File: config.mk
export PLATFORM = sky130hd
export DESIGN_NAME = int_request_arbiter
export DESIGN_NICKNAME = d
export VERILOG_FILES = /design/src/rtl/int_request_arbiter.sv
export SDC_FILE = /design/constraint.sdc
export NUM_CORES = 1
export LEC_CHECK = 0
export CORE_AREA = 2 2 59 61
export DETAILED_ROUTE_END_ITERATION = 12
export DIE_AREA = 0 0 61 63
export PLACE_DENSITY_LB_ADDON = 0.1
export SLEW_MARGIN = 10
export SYNTH_ARGS = -nofsm -noshare
export SYNTH_HDL_FRONTEND = slang
export SYNTH_SLANG_ARGS = --single-unit
File: constraint.sdc
create_clock -name clk -period 2.5 [get_ports clk]
set_input_delay 0.5 -clock clk [delete_from_list [all_inputs] [get_ports clk]]
set_output_delay 0.5 -clock clk [all_outputs]
set_load 0.1 [all_outputs]
File: src/rtl/int_request_arbiter.sv
// Interrupt request arbiter: synchronises external lines, tracks edge/level pending
// state, and issues one fixed-priority request at a time to the interrupt controller.
module int_request_arbiter #(
  parameter int NUM_SRC     = 8,
  parameter int SYNC_STAGES = 2,
  parameter int ID_W        = 3
) (
  input  logic               clk,
  input  logic               nrst,
  input  logic [NUM_SRC-1:0] ext_int,
  input  logic [NUM_SRC-1:0] int_mask,
  input  logic [NUM_SRC-1:0] int_trigger,
  input  logic               isr_active,
  input  logic               isr_done,
  output logic               interrupt_signal,
  output logic [ID_W-1:0]    int_id,
  output logic [NUM_SRC-1:0] pending,
  output logic               busy
);

  typedef enum logic [1:0] {
    IDLE    = 2'd0,
    REQ     = 2'd1,
    SERVICE = 2'd2
  } state_t;

  // Lowest set index wins; scanning downward lets the lowest index overwrite last.
  function automatic logic [ID_W-1:0] lowest_idx(input logic [NUM_SRC-1:0] vec);
    logic [ID_W-1:0] idx;
    idx = {ID_W{1'b0}};
    for (int i = NUM_SRC - 1; i >= 0; i--) begin
      idx = vec[i] ? ID_W'(i) : idx;
    end
    return idx;
  endfunction

  logic [NUM_SRC-1:0] sync_r [SYNC_STAGES];
  logic [NUM_SRC-1:0] s_int_s;
  logic [NUM_SRC-1:0] s_int_d_r;
  logic               act_d_r;
  state_t             state_r;

  logic [NUM_SRC-1:0] rise_s;
  logic               ack_s;
  logic [NUM_SRC-1:0] req_s;
  logic [NUM_SRC-1:0] clr_s;
  logic [NUM_SRC-1:0] pending_nxt_s;
  state_t             state_nxt_s;
  logic               irq_nxt_s;
  logic [ID_W-1:0]    id_nxt_s;
  logic               busy_nxt_s;

  assign s_int_s = sync_r[SYNC_STAGES-1];

  // Per-line multi-flop synchroniser.
  always_ff @(posedge clk or negedge nrst) begin
    if (!nrst) begin
      for (int s = 0; s < SYNC_STAGES; s++) begin
        sync_r[s] <= {NUM_SRC{1'b0}};
      end
    end else begin
      sync_r[0] <= ext_int;
      for (int s = 1; s < SYNC_STAGES; s++) begin
        sync_r[s] <= sync_r[s-1];
      end
    end
  end

  // History flops for edge detection on the synced lines and on isr_active.
  always_ff @(posedge clk or negedge nrst) begin
    if (!nrst) begin
      s_int_d_r <= {NUM_SRC{1'b0}};
      act_d_r   <= 1'b0;
    end else begin
      s_int_d_r <= s_int_s;
      act_d_r   <= isr_active;
    end
  end

  // Pending-flag next state: edge bits set-dominant over ack clear, level bits track the line.
  always_comb begin
    rise_s        = s_int_s & ~s_int_d_r;
    ack_s         = isr_active & ~act_d_r;
    req_s         = pending & int_mask;
    clr_s         = {NUM_SRC{1'b0}};
    pending_nxt_s = {NUM_SRC{1'b0}};
    if ((state_r == REQ) && ack_s) begin
      clr_s = {{(NUM_SRC-1){1'b0}}, 1'b1} << int_id;
    end else begin
      clr_s = {NUM_SRC{1'b0}};
    end
    for (int i = 0; i < NUM_SRC; i++) begin
      if (int_trigger[i]) begin
        pending_nxt_s[i] = rise_s[i] | (pending[i] & ~clr_s[i]);
      end else begin
        pending_nxt_s[i] = s_int_s[i];
      end
    end
  end

  // Handshake FSM next state and registered-output next values.
  always_comb begin
    state_nxt_s = state_r;
    irq_nxt_s   = interrupt_signal;
    id_nxt_s    = int_id;
    busy_nxt_s  = busy;
    case (state_r)
      IDLE: begin
        if (|req_s) begin
          id_nxt_s    = lowest_idx(req_s);
          irq_nxt_s   = 1'b1;
          busy_nxt_s  = 1'b1;
          state_nxt_s = REQ;
        end else begin
          state_nxt_s = IDLE;
        end
      end
      REQ: begin
        // isr_done is deliberately ignored here; only the ack edge moves us on.
        if (ack_s) begin
          irq_nxt_s   = 1'b0;
          state_nxt_s = SERVICE;
        end else begin
          state_nxt_s = REQ;
        end
      end
      SERVICE: begin
        if (isr_done) begin
          busy_nxt_s  = 1'b0;
          state_nxt_s = IDLE;
        end else begin
          state_nxt_s = SERVICE;
        end
      end
      default: begin
        state_nxt_s = IDLE;
        irq_nxt_s   = 1'b0;
        busy_nxt_s  = 1'b0;
      end
    endcase
  end

  // State and output registers.
  always_ff @(posedge clk or negedge nrst) begin
    if (!nrst) begin
      state_r          <= IDLE;
      interrupt_signal <= 1'b0;
      int_id           <= {ID_W{1'b0}};
      busy             <= 1'b0;
      pending          <= {NUM_SRC{1'b0}};
    end else begin
      state_r          <= state_nxt_s;
      interrupt_signal <= irq_nxt_s;
      int_id           <= id_nxt_s;
      busy             <= busy_nxt_s;
      pending          <= pending_nxt_s;
    end
  end

endmodule
* Word-level counts from Yosys, hierarchy flattened
Cells that the tools add are included.
** Operators by class
- Add/sub/neg operators :: 0
- $mul :: 0
- Div/mod/pow operators :: 0
- Magnitude comparators :: 0
- Equality and inequality tests :: 5
- Shift operators :: 1
- Multiplexer cells :: 26
- Bitwise logic cells :: 31
- Reduce and logical (&&, ||, !) cells :: 6
** Operator list (count)
- $mux 3 :: 8
- $and 8x8->8 :: 2
- $mux 1 :: 12
- $not 1->1 :: 11
- $and 1x1->1 :: 9
- $mux 8 :: 1
- $not 8->8 :: 1
- $or 1x1->1 :: 8
- $reduce_or 8->1 :: 1
- $shl 1x3->8 const A :: 1
- $ne 2x2->1 const B :: 3
- $pmux 1 s3 :: 2
- $pmux 2 s3 :: 1
- $reduce_and 3->1 :: 2
- $mux 2 :: 2
- $eq 2x1->1 const B :: 1
- $eq 2x2->1 const B :: 1
- $logic_not 2->1 :: 1
- $reduce_and 2->1 :: 1
- $logic_and 1x1->1 :: 1
** Word-level totals
- Bits in registers :: 40
- Latch bits :: 0
- RAM bits :: 0
- Memory bits (read-only) :: 0
- Logic and storage cells :: 78
- Memories kept :: 0

* Depth between registers and ports, before layout
Gate-level depths: netlist (run 1).
- Depth in word-level cells :: 9
- Gate-level depth with buffers :: 4
- Gate-level depth less buffers :: 4

* Least setup slack after synthesis (run 1)
No wires, ideal clock.
- Path type :: register to register
- Start :: register pending[2]
- End :: register state_r[0]
- Data arrival time :: 1.671 ns
- Required time :: 2.381 ns
- Path slack :: 0.711 ns
- Stages on the path, launching flop included :: 5
- Period minus slack after synthesis :: 1.789 ns
- Cells stage by stage :: dfrtp_1 -> a22oi_1 -> nand4_1 -> and2_4 -> a21o_2
** Between the ends
- Longest elaborated chain between the ends :: 4
** RTL lines
- start: declaration :: line 17 : output logic [NUM_SRC-1:0] pending,
- start signal: assignment :: line 150 : pending <= {NUM_SRC{1'b0}};
- start signal: assignment :: line 156 : pending <= pending_nxt_s;
- $and 8x8->8 :: line 84 : req_s = pending & int_mask;
- $reduce_or 8->1 :: line 109 : if (|req_s) begin
- $mux 1 :: line 109
- $pmux 2 s3 :: line 107 : case (state_r)
- net state_nxt_s[0] :: line 48 : state_t state_nxt_s;
- end signal: assignment :: line 152 : state_r <= state_nxt_s;
- end: declaration :: line 41 : state_t state_r;
The timed path passes the listed nets, and every way through them passes these cells.
A chain may end at the register's enable or synchronous reset.

* Final worst setup path (run 1)
- Start :: register int_id[1]
- End :: output port int_id[1]
** RTL lines
- start: declaration :: line 16 : output logic [ID_W-1:0] int_id,
- start signal: assignment :: line 148 : int_id <= {ID_W{1'b0}};
- start signal: assignment :: line 154 : int_id <= id_nxt_s;
No word-level cell between the ends.

==> results.toml, run 1 <==
[hold_path]
hold_path.class = "input port to asynchronous set/reset pin"

[grt]
grt_overflow = 0
grt_max_degree = 41
antenna_found_initial = 0
grt_usage_pct = 15.8
grt_pass1_vias = 1006
grt_pass1_wl_um = 4320

[detailed_routing]
drcViolationCount = 0
routedWlPerCell_um = 13.5
avgViaCountPerCell = 5.07
routed_wl_um = 2680
dr.max_layer_used = "met4"
met2WireLength_um = 1350
dr.first_iter.drc_count = 45
ant_nets = 0
wl_met1_um = 1090
wl_met3_um = 159
dr.pass1.iters = 4
vias = 1008

[setup_path]
path_buf_inv = 1
max_stage_delay_ns = 0.53
rr_endpoint = "pending[3]$_DFF_PN0_"
critPathSlowestCell = "dfrtp_1"
cp_cell_sequence = "buf_4"
crit_path_end_kind = "primary output"
worst-path-max-fanout = 9
cp.required_ns = 2.00
worstSetupStartpointType = "flip-flop"
rr_startpoint = "state_r[1]$_DFF_PN0_"
arrival_ns = 1.23
reg2regPathDepth = 4
path_delay_family = "flip-flops"
reg2reg_slack_ns = 1.06
worstSetupPathType = "flip-flop to primary output"

[synth]
synth_edf_count = 0
ys.flop_type = "dfrtp_1"
ys_seq_area_share_pct = 71.8
netlist_area_sq_um = 1390
syn_inst = 105
ys_async_sr_fraction_pct = 100
avgSynthCellArea_sq_um = 13.3
ys_ff_latch = 40
synth.distinct_cells = 21
ys_warn_count = 0
synth_fp_nets = 133

[clock_network]
cts_resized = 0
cts_tree = "done"
clk_pin_slew_ns = 0.11
insertion_delay_ns = 0.35
cts-root-buf = "clkbuf_4"
htreeDepth = 2
cts_buffers = 5
cts_setup_buffers = 0
hold_buffers = 0
clkSinkCount = 40
cts_buffer_depth = 2

[die]
die_w_um = 61
rows = 21
num_io_pins = 41
core_area_sq_um = 3230
die_y_um = 63
design.die.area_sq_um = 3840
initial_core_util_pct = 43.1

[power_and_ir_drop]
p_sw_w = 0.000809
seqPwrFrac_pct = 41.2
powerDensity_nw_per_um2 = 1050
intPower_w = 0.00119
switching_share_pct = 40.4
p_leak_nw = 0.845
comb_power_share_pct = 35.6
pwr-share-clk_pct = 23.2
vdd_ir_drop_max_v = 0.000421

[timing]
fin_worst_skew_ns = 0.00546
rsz0062_at_grt = "no"
setup_viol = 0
fmax_mhz = 578
slew-limit-headroom_pct = 44.6
hold_viol = 0
drv_slew = 0
period_needed_ns = 1.73
timing.final.crit_share_pct = 69.2
hold_ws_ns = 0.235
worst_slew_pin_slew_ns = 0.831
fin_tns_setup_ns = 0

[cells_and_area]
final_nets = 180
antenna_cells = 0
syn2layout_area_growth_pct = 37.0
drive_above_1_share_pct = 17.6

[job]
drv_cap = 0

[outcome]
status = "finished clean"

[placement]
portBuffers = 40
gp_congestion = 0.787
hpwlAfterDp_um = 1990
-- logic make-up after synthesis --
| family | after synthesis | share of synthesized area (%) |
|---|---|---|
| compound gates | 28 | 15.3 |
| buf+inv | 1 | 0.269 |
| flops | 40 | 71.8 |
| simple gates | 36 | 12.7 |
-- layout make-up --
cell class | instances | area, sq um
Clock inverter | 1 | 30.0
Tap cell | 46 | 57.6
Timing Repair Buffer | 40 | 363
Inverter | 1 | 3.75
Clock buffer | 7 | 65.1
Fill cell | 286 | 1320
Sequential cell | 40 | 1000
Multi-Input combinational cell | 64 | 389
-- metal layers --
metal  vias to the layer above  GRT usage (%)
met3                         7           5.59
met5                         -              0
li1                        479              -
met2                        29           24.6
met1                       493           18.7
met4                         0           8.15
-- cell usage after synthesis, drive strengths merged, types with 2 or more instances --
| master | instances | share of area [%] |
|---|---|---|
| a21o | 6 | 3.4 |
| a21oi | 4 | 1.4 |
| a22oi | 4 | 2.2 |
| a31oi | 3 | 1.3 |
| a32o | 8 | 5.7 |
| and2 | 2 | 1.2 |
| dfrtp | 40 | 72 |
| nand2 | 20 | 5.4 |
| nand3 | 3 | 1.1 |
| nand3b | 2 | 1.1 |
| nor2 | 4 | 1.1 |
| o21ai | 2 | 0.72 |
-- power by group through the flow --
stage	combinational (W)	clock [W]	sequential, W
6_report	0.000714	0.000465	0.000825
5_1_grt	0.000753	0.000508	0.000839
4_1_cts	0.000719	0.000481	0.000827
3_5_place_dp	0.000718	0	0.000839
3_3_place_gp	0.000715	0	0.000837
2_1_floorplan	0.000161	0	0.00119
-- metrics by stage --
| stage | utilization (%) | area [sq um] | std cells | setup slack [ns] | total power, W |
|---|---|---|---|---|---|
| after detailed placement | 56.1 | 1810 | 191 | 0.570 | 0.00156 |
| after global routing | 59.1 | 1910 | 199 | 0.713 | 0.00210 |
| after global placement | 56.1 | 1810 | 191 | 0.606 | 0.00155 |
| after CTS | 59.1 | 1910 | 199 | 0.756 | 0.00203 |
| after floorplan | - | 1390 | 105 | 0.711 | 0.00135 |
| final | 59.1 | 1910 | 199 | 0.770 | 0.00200 |
-- registers in the layout (all words and copies together), names as in the netlist --
register,cells
pending,8
s_int_d_r,8
s_int_s,8
sync_r,8
int_id,3
state_r,2
act_d_r,1
busy,1
interrupt_signal,1
-- worst max path at each step --
stage                                from  slack, ns                    to  cells after the start
CTS                 int_id[1]$_DFFE_PN0P_       0.76             int_id[1]                      1
global placement              int_mask[2]       0.61  state_r[0]$_DFF_PN0_                      5
global route        int_id[1]$_DFFE_PN0P_       0.71             int_id[1]                      1
detailed placement             isr_active       0.57  pending[7]$_DFF_PN0_                      5
floorplan            pending[2]$_DFF_PN0_       0.71  state_r[0]$_DFF_PN0_                      4
finish              int_id[1]$_DFFE_PN0P_       0.77             int_id[1]                      1
-- placed cells by master, fill, tap and decap left out, drive strengths merged --
cell           count
nand3b             2
a31oi              3
a21oi              4
clkdlybuf4s50     26
clkbuf             7
a32o               8
and4bb             1
nand4              1
nand3              3
o22ai              1
nand2             20
bufinv             1
and2b              1
nor2b              1
o21ai              2
dfrtp             40
inv                1
nand2b             1
and2               2
a22oi              4
buf               14
nor2               4
a21o               6
Note: power is estimated with default switching activity, not from simulation.
==> inputs of run 2 (changes only) <==
Clock period 2.5 ns to 1.7 ns, I/O delays scaled along.
==> run 2 against run 1 <==
Net effect:
- clock power up 8.8%
- combinational power up 78%
- global-route usage up 2.0 points
- non-clock buffer count up 4
- final area up 9.7%
- hold slack better by 0.12 ns
- critical endpoint is now state_r[0]$_DFF_PN0_
- largest cell class unchanged
==> results.toml, run 2 (synthesized netlist as in run 1, its figures left out) <==
[clock_network]
clk_pin_slew_ns = 0.11
cts_resized = 0
clkSinkCount = 40
cts-root-buf = "clkbuf_4"
cts_tree = "done"
htreeDepth = 2
cts_buffer_depth = 2
cts_buffers = 5
insertion_delay_ns = 0.34

[grt]
grt_overflow = 0
grt_max_degree = 25
grt_pass1_vias = 1086
antenna_found_initial = 0
grt_pass1_wl_um = 4950
grt_usage_pct = 17.7

[setup_path]
worstSetupPathType = "flip-flop to flip-flop"
worst-path-max-fanout = 4
rr_endpoint = "state_r[0]$_DFF_PN0_"
cp.required_ns = 1.94
arrival_ns = 1.73
rr_startpoint = "pending[2]$_DFF_PN0_"
setup.worst_path.end = "state_r[0]$_DFF_PN0_"
crit_path_start = "pending[2]$_DFF_PN0_"
crit_path_end_kind = "flip-flop"
reg2regPathDepth = 4
worstSetupStartpointType = "flip-flop"
reg2reg_slack_ns = 0.21

[die]
core_area_sq_um = 3230
design.die.area_sq_um = 3840
die_y_um = 63
initial_core_util_pct = 43.1
rows = 21
die_w_um = 61
num_io_pins = 41

[cells_and_area]
layout_common_cells = "34 x dfrtp_1, 26 x clkdlybuf4s50_1, 20 x nand2_1, 14 x buf_12, 8 x a32o_1"
multiInputGateArea_sq_um = 389
drive_above_1_share_pct = 22.4
stdcell_area_sq_um = 2090
final_nets = 184
layout_commonest_cell = "dfrtp_1"
antenna_cells = 0
n_fill_cell = 261
syn2layout_area_growth_pct = 50.3
register_area_sq_um = 1010

[power_and_ir_drop]
vdd_ir_drop_max_v = 0.000721
power_w = 0.00304
powerDensity_nw_per_um2 = 1450
p_leak_nw = 0.910

[detailed_routing]
routed_wl_um = 2860
ant_nets = 0
routedWlPerCell_um = 14.1
drcViolationCount = 0
dr.first_iter.drc_count = 49
avgViaCountPerCell = 5.08
vias = 1027
dr.pass1.iters = 4

[timing]
timing.final.crit_share_pct = 87.5
fin_worst_skew_ns = 0.00829
hold_ws_ns = 0.356
setup_viol = 0
fmax_mhz = 672
slew-limit-headroom_pct = 73.4
drv_slew = 0
period_needed_ns = 1.49
worst_slew_pin_slew_ns = 0.399
rsz0062_at_grt = "no"
hold_viol = 0

[placement]
hpwlAfterDp_um = 2210
gp_congestion = 0.828
portBuffers = 40
dpl_cell_area_sq_um = 2020

[job]
drv_cap = 0

[outcome]
status = "finished clean"

[hold_path]
holdCritStartpoint = "sync_r[10]$_DFF_PN0_"
hold_path.class = "flip-flop to flip-flop"
-- run 2: changes by cell type in the layout (fill, tap and decap cells not counted) --
cell           delta
dfrtp_1           -6
dlygate4sd3_1     +1
bufinv_16         -1
buf_4            -11
dfrtp_2           +6
buf_12           +14
-- run 2: timing repair --
action / CTS / global route
endpoints found under the hold margin: 16 / 0
hold buffers: 1 / 0
setup buffers: 0 / 0
-- run 2: final cells by class --
cell class | instances | share of cell area, %
flip-flops and latches | 40 | 48.1
repair buffers | 44 | 27.2
multi-input cells | 64 | 18.6
clock buffers | 7 | 3.11
well taps | 46 | 2.75
inverters | 1 | 0.179
-- run 2: report_power, final --
part	internal, W	total (W)	switching, W
logic	0.000495	0.00127	0.000775
clock network	0.000235	0.000506	0.000272
registers	0.00108	0.00126	0.000182
total	0.00181	0.00304	0.00123
-- run 2: layer usage --
| layer | routed length [um] | track usage (%) |
|---|---|---|
| met5 | 0 | 0 |
| met3 | 171 | 7.04 |
| met1 | 1170 | 22.6 |
| met4 | 53 | 7.34 |
| met2 | 1470 | 26.5 |
-- run 2: through the flow --
| step | instances | worst slack, ns | utilization [%] | setup TNS (ns) |
|---|---|---|---|---|
| after floorplan | 105 | -0.0268 | - | -0.0268 |
| after global placement | 194 | -0.0654 | 62.5 | -0.301 |
| after global routing | 202 | 0.135 | 64.8 | 0 |
| after CTS | 202 | 0.202 | 64.8 | 0 |
| final | 202 | 0.213 | 64.8 | 0 |
| after detailed placement | 194 | -0.121 | 62.5 | -0.611 |
-- run 2: worst max-delay path, cell delays in order (launching register included) --
cell     delay (ns)
dfrtp_2        0.46
a22oi_1        0.37
nand4_1        0.17
and2_4         0.21
a21o_2         0.18
-- run 2: worst min path at each step --
stage	to	slack (ns)	cells after the start
finish	s_int_s[2]$_DFF_PN0_	0.36	0
global route	s_int_s[4]$_DFF_PN0_	0.36	0
CTS	s_int_s[4]$_DFF_PN0_	0.35	0
detailed placement	s_int_s[5]$_DFF_PN0_	0.28	1
global placement	s_int_d_r[5]$_DFF_PN0_	0.28	1
floorplan	act_d_r$_DFF_PN0_	0.04	0
==> inputs of run 3 (changes only) <==
--- a/config.mk
+++ b/config.mk
@@ -7,5 +7,6 @@
 export LEC_CHECK = 0
-export CORE_AREA = 2 2 59 61
+export CORE_AREA = 3 3 60 62
 export DETAILED_ROUTE_END_ITERATION = 12
-export DIE_AREA = 0 0 61 63
+export DIE_AREA = 0 0 63 65
+export GPL_ROUTABILITY_DRIVEN = 0
 export PLACE_DENSITY_LB_ADDON = 0.1
--- a/constraint.sdc
+++ b/constraint.sdc
@@ -3,2 +3,2 @@
 set_output_delay 0.34 -clock clk [all_outputs]
-set_load 0.1 [all_outputs]
+set_load 0.05 [all_outputs]
==> run 3 against run 2 <==
Net effect:
- count of clock-buffer cells in the layout shrank 2
- clock power grew 19%
- register-to-register slack gained 0.06 ns
- first-iteration DRC count grew 10%
- fmax grew 3.5%
- combinational power shrank 33%
- sequential share of layout area grew 2.6 points
- non-clock buffer count grew 3
- sequential power is essentially flat
- cell count grew 0.99%
- clock skew grew 0.0017 ns
- critical path type is now flip-flop to primary output
==> results.toml, run 3 (synthesized netlist as in run 1, its figures left out) <==
[setup_path]
reg2regPathDepth = 4
worstSetupPathType = "flip-flop to primary output"
rr_endpoint = "pending[5]$_DFF_PN0_"
path_buf_inv = 1
max_stage_delay_ns = 0.57
worstSetupStartpointType = "flip-flop"
worst-path-max-fanout = 9
critPathSlowestCell = "dfrtp_1"
crit_path_end_kind = "primary output"
cp.required_ns = 1.36
path_delay_family = "flip-flops"
rr_startpoint = "state_r[1]$_DFF_PN0_"
reg2reg_slack_ns = 0.27
cp_cell_sequence = "buf_12"
arrival_ns = 1.10

[timing]
fmax_mhz = 696
drv_slew = 0
worst_slew_pin_slew_ns = 0.583
period_needed_ns = 1.44
timing.final.crit_share_pct = 84.5
slew-limit-headroom_pct = 61.1
setup_viol = 0
fin_worst_skew_ns = 0.0100
hold_viol = 0
rsz0062_at_grt = "no"

[detailed_routing]
dr.pass1.iters = 4
dr.first_iter.drc_count = 54
vias = 1065
routedWlPerCell_um = 15.4
avgViaCountPerCell = 5.22
drcViolationCount = 0
ant_nets = 0
routed_wl_um = 3140

[clock_network]
clk_pin_slew_ns = 0.12
htreeDepth = 2
cts_buffer_depth = 2
clkSinkCount = 40
cts_tree = "done"
cts-root-buf = "clkbuf_4"
insertion_delay_ns = 0.34
cts_buffers = 5

[die]
design.die.area_sq_um = 4100
initial_core_util_pct = 45.3
die_y_um = 65
rows = 20
core_area_sq_um = 3080
die_w_um = 63
num_io_pins = 41

[cells_and_area]
register_area_sq_um = 1000
multiInputGateArea_sq_um = 389
layout_common_cells = "40 x dfrtp_1, 26 x clkdlybuf4s50_1, 20 x nand2_1, 17 x buf_4, 8 x a32o_1"
antenna_cells = 0
stdcell_area_sq_um = 1970
post-route-util_pct = 64.1
syn2layout_area_growth_pct = 41.5
instances_no_fill = 204
layout_commonest_cell = "dfrtp_1"
final_nets = 187
drive_above_1_share_pct = 20.6
n_fill_cell = 267

[outcome]
status = "finished clean"

[grt]
antenna_found_initial = 0
grt_overflow = 0
grt_usage_pct = 17.4
grt_pass1_vias = 1070
grt_max_degree = 28
grt_pass1_wl_um = 5360

[placement]
hpwlAfterDp_um = 2350
dp.cells = 195
dpl_cell_area_sq_um = 1880
portBuffers = 40

[power_and_ir_drop]
powerDensity_nw_per_um2 = 1360
vdd_ir_drop_max_v = 0.000715
comb_power_share_pct = 31.7
seqPwrFrac_pct = 45.9
p_sw_w = 0.000941
intPower_w = 0.00174
p_leak_nw = 0.876
switching_share_pct = 35.0
pwr-share-clk_pct = 22.5

[hold_path]
holdCritStartpoint = "sync_r[11]$_DFF_PN0_"
min_to = "s_int_s[3]$_DFF_PN0_"
whs_path_depth = 0
hold_path.class = "flip-flop to flip-flop"

[job]
drv_cap = 0
## run 3: area by class of cell
type	count	share of cell area [%]
Multi-Input combinational cell	64	19.7
Clock buffer	5	1.90
Sequential cell	40	50.8
Clock inverter	3	2.16
Inverter	1	0.190
Tap cell	44	2.79
Timing Repair Buffer	47	22.5
## run 3: worst reg2reg max path, delay by kind of cell (launching register included)
kind	cells	cell delay [ns]
AO/OA/AOI/OAI	1	0.27
flip-flops	1	0.44
AND/OR/NAND/NOR	3	0.62
## run 3: through the flow
| stage | total power (W) | setup TNS [ns] | hold slack [ns] | setup slack [ns] |
|---|---|---|---|---|
| global placement | 0.00207 | -0.0539 | 0.334 | -0.0237 |
| CTS | 0.00271 | 0 | 0.362 | 0.243 |
| global route | 0.00284 | 0 | 0.370 | 0.172 |
| finish | 0.00269 | 0 | 0.360 | 0.263 |
| detailed placement | 0.00210 | -0.129 | 0.336 | -0.0397 |
| floorplan | 0.00170 | 0 | 0.0444 | 0.165 |
## run 3: metal layers
layer | wire (um) | track usage (%) | up-vias
li1 | - | - | 489
met1 | 1350 | 22.5 | 516
met2 | 1530 | 27.7 | 52
met3 | 208 | 5.89 | 8
met4 | 48 | 5.79 | 0
met5 | 0 | 0 | -
## run 3: power groups by stage
stage,clock [W],combinational [W],sequential [W]
after floorplan,0,0.000234,0.00146
after global placement,0,0.000829,0.00124
after detailed placement,0,0.000849,0.00125
after CTS,0.000627,0.000852,0.00123
after global routing,0.000677,0.000910,0.00126
final,0.000604,0.000850,0.00123
## run 3: worst max-delay path by stage
| stage | from | to | slack (ns) | cells past startpoint |
|---|---|---|---|---|
| 2_1_floorplan | pending[2]$_DFF_PN0_ | state_r[0]$_DFF_PN0_ | 0.16 | 4 |
| 3_3_place_gp | isr_active | pending[7]$_DFF_PN0_ | -0.02 | 5 |
| 3_5_place_dp | isr_active | pending[5]$_DFF_PN0_ | -0.04 | 5 |
| 4_1_cts | int_id[1]$_DFFE_PN0P_ | int_id[1] | 0.24 | 1 |
| 5_1_grt | state_r[1]$_DFF_PN0_ | pending[7]$_DFF_PN0_ | 0.17 | 4 |
| 6_report | int_id[1]$_DFFE_PN0P_ | int_id[1] | 0.26 | 1 |
## run 3: repair_timing
action / 4_1_cts / 5_1_grt
hold buffers: 1 / 0
setup endpoints to repair: 0 / 0
gates resized for setup: 0 / 0
endpoints found under the hold margin: 25 / 0
setup buffers: 0 / 0
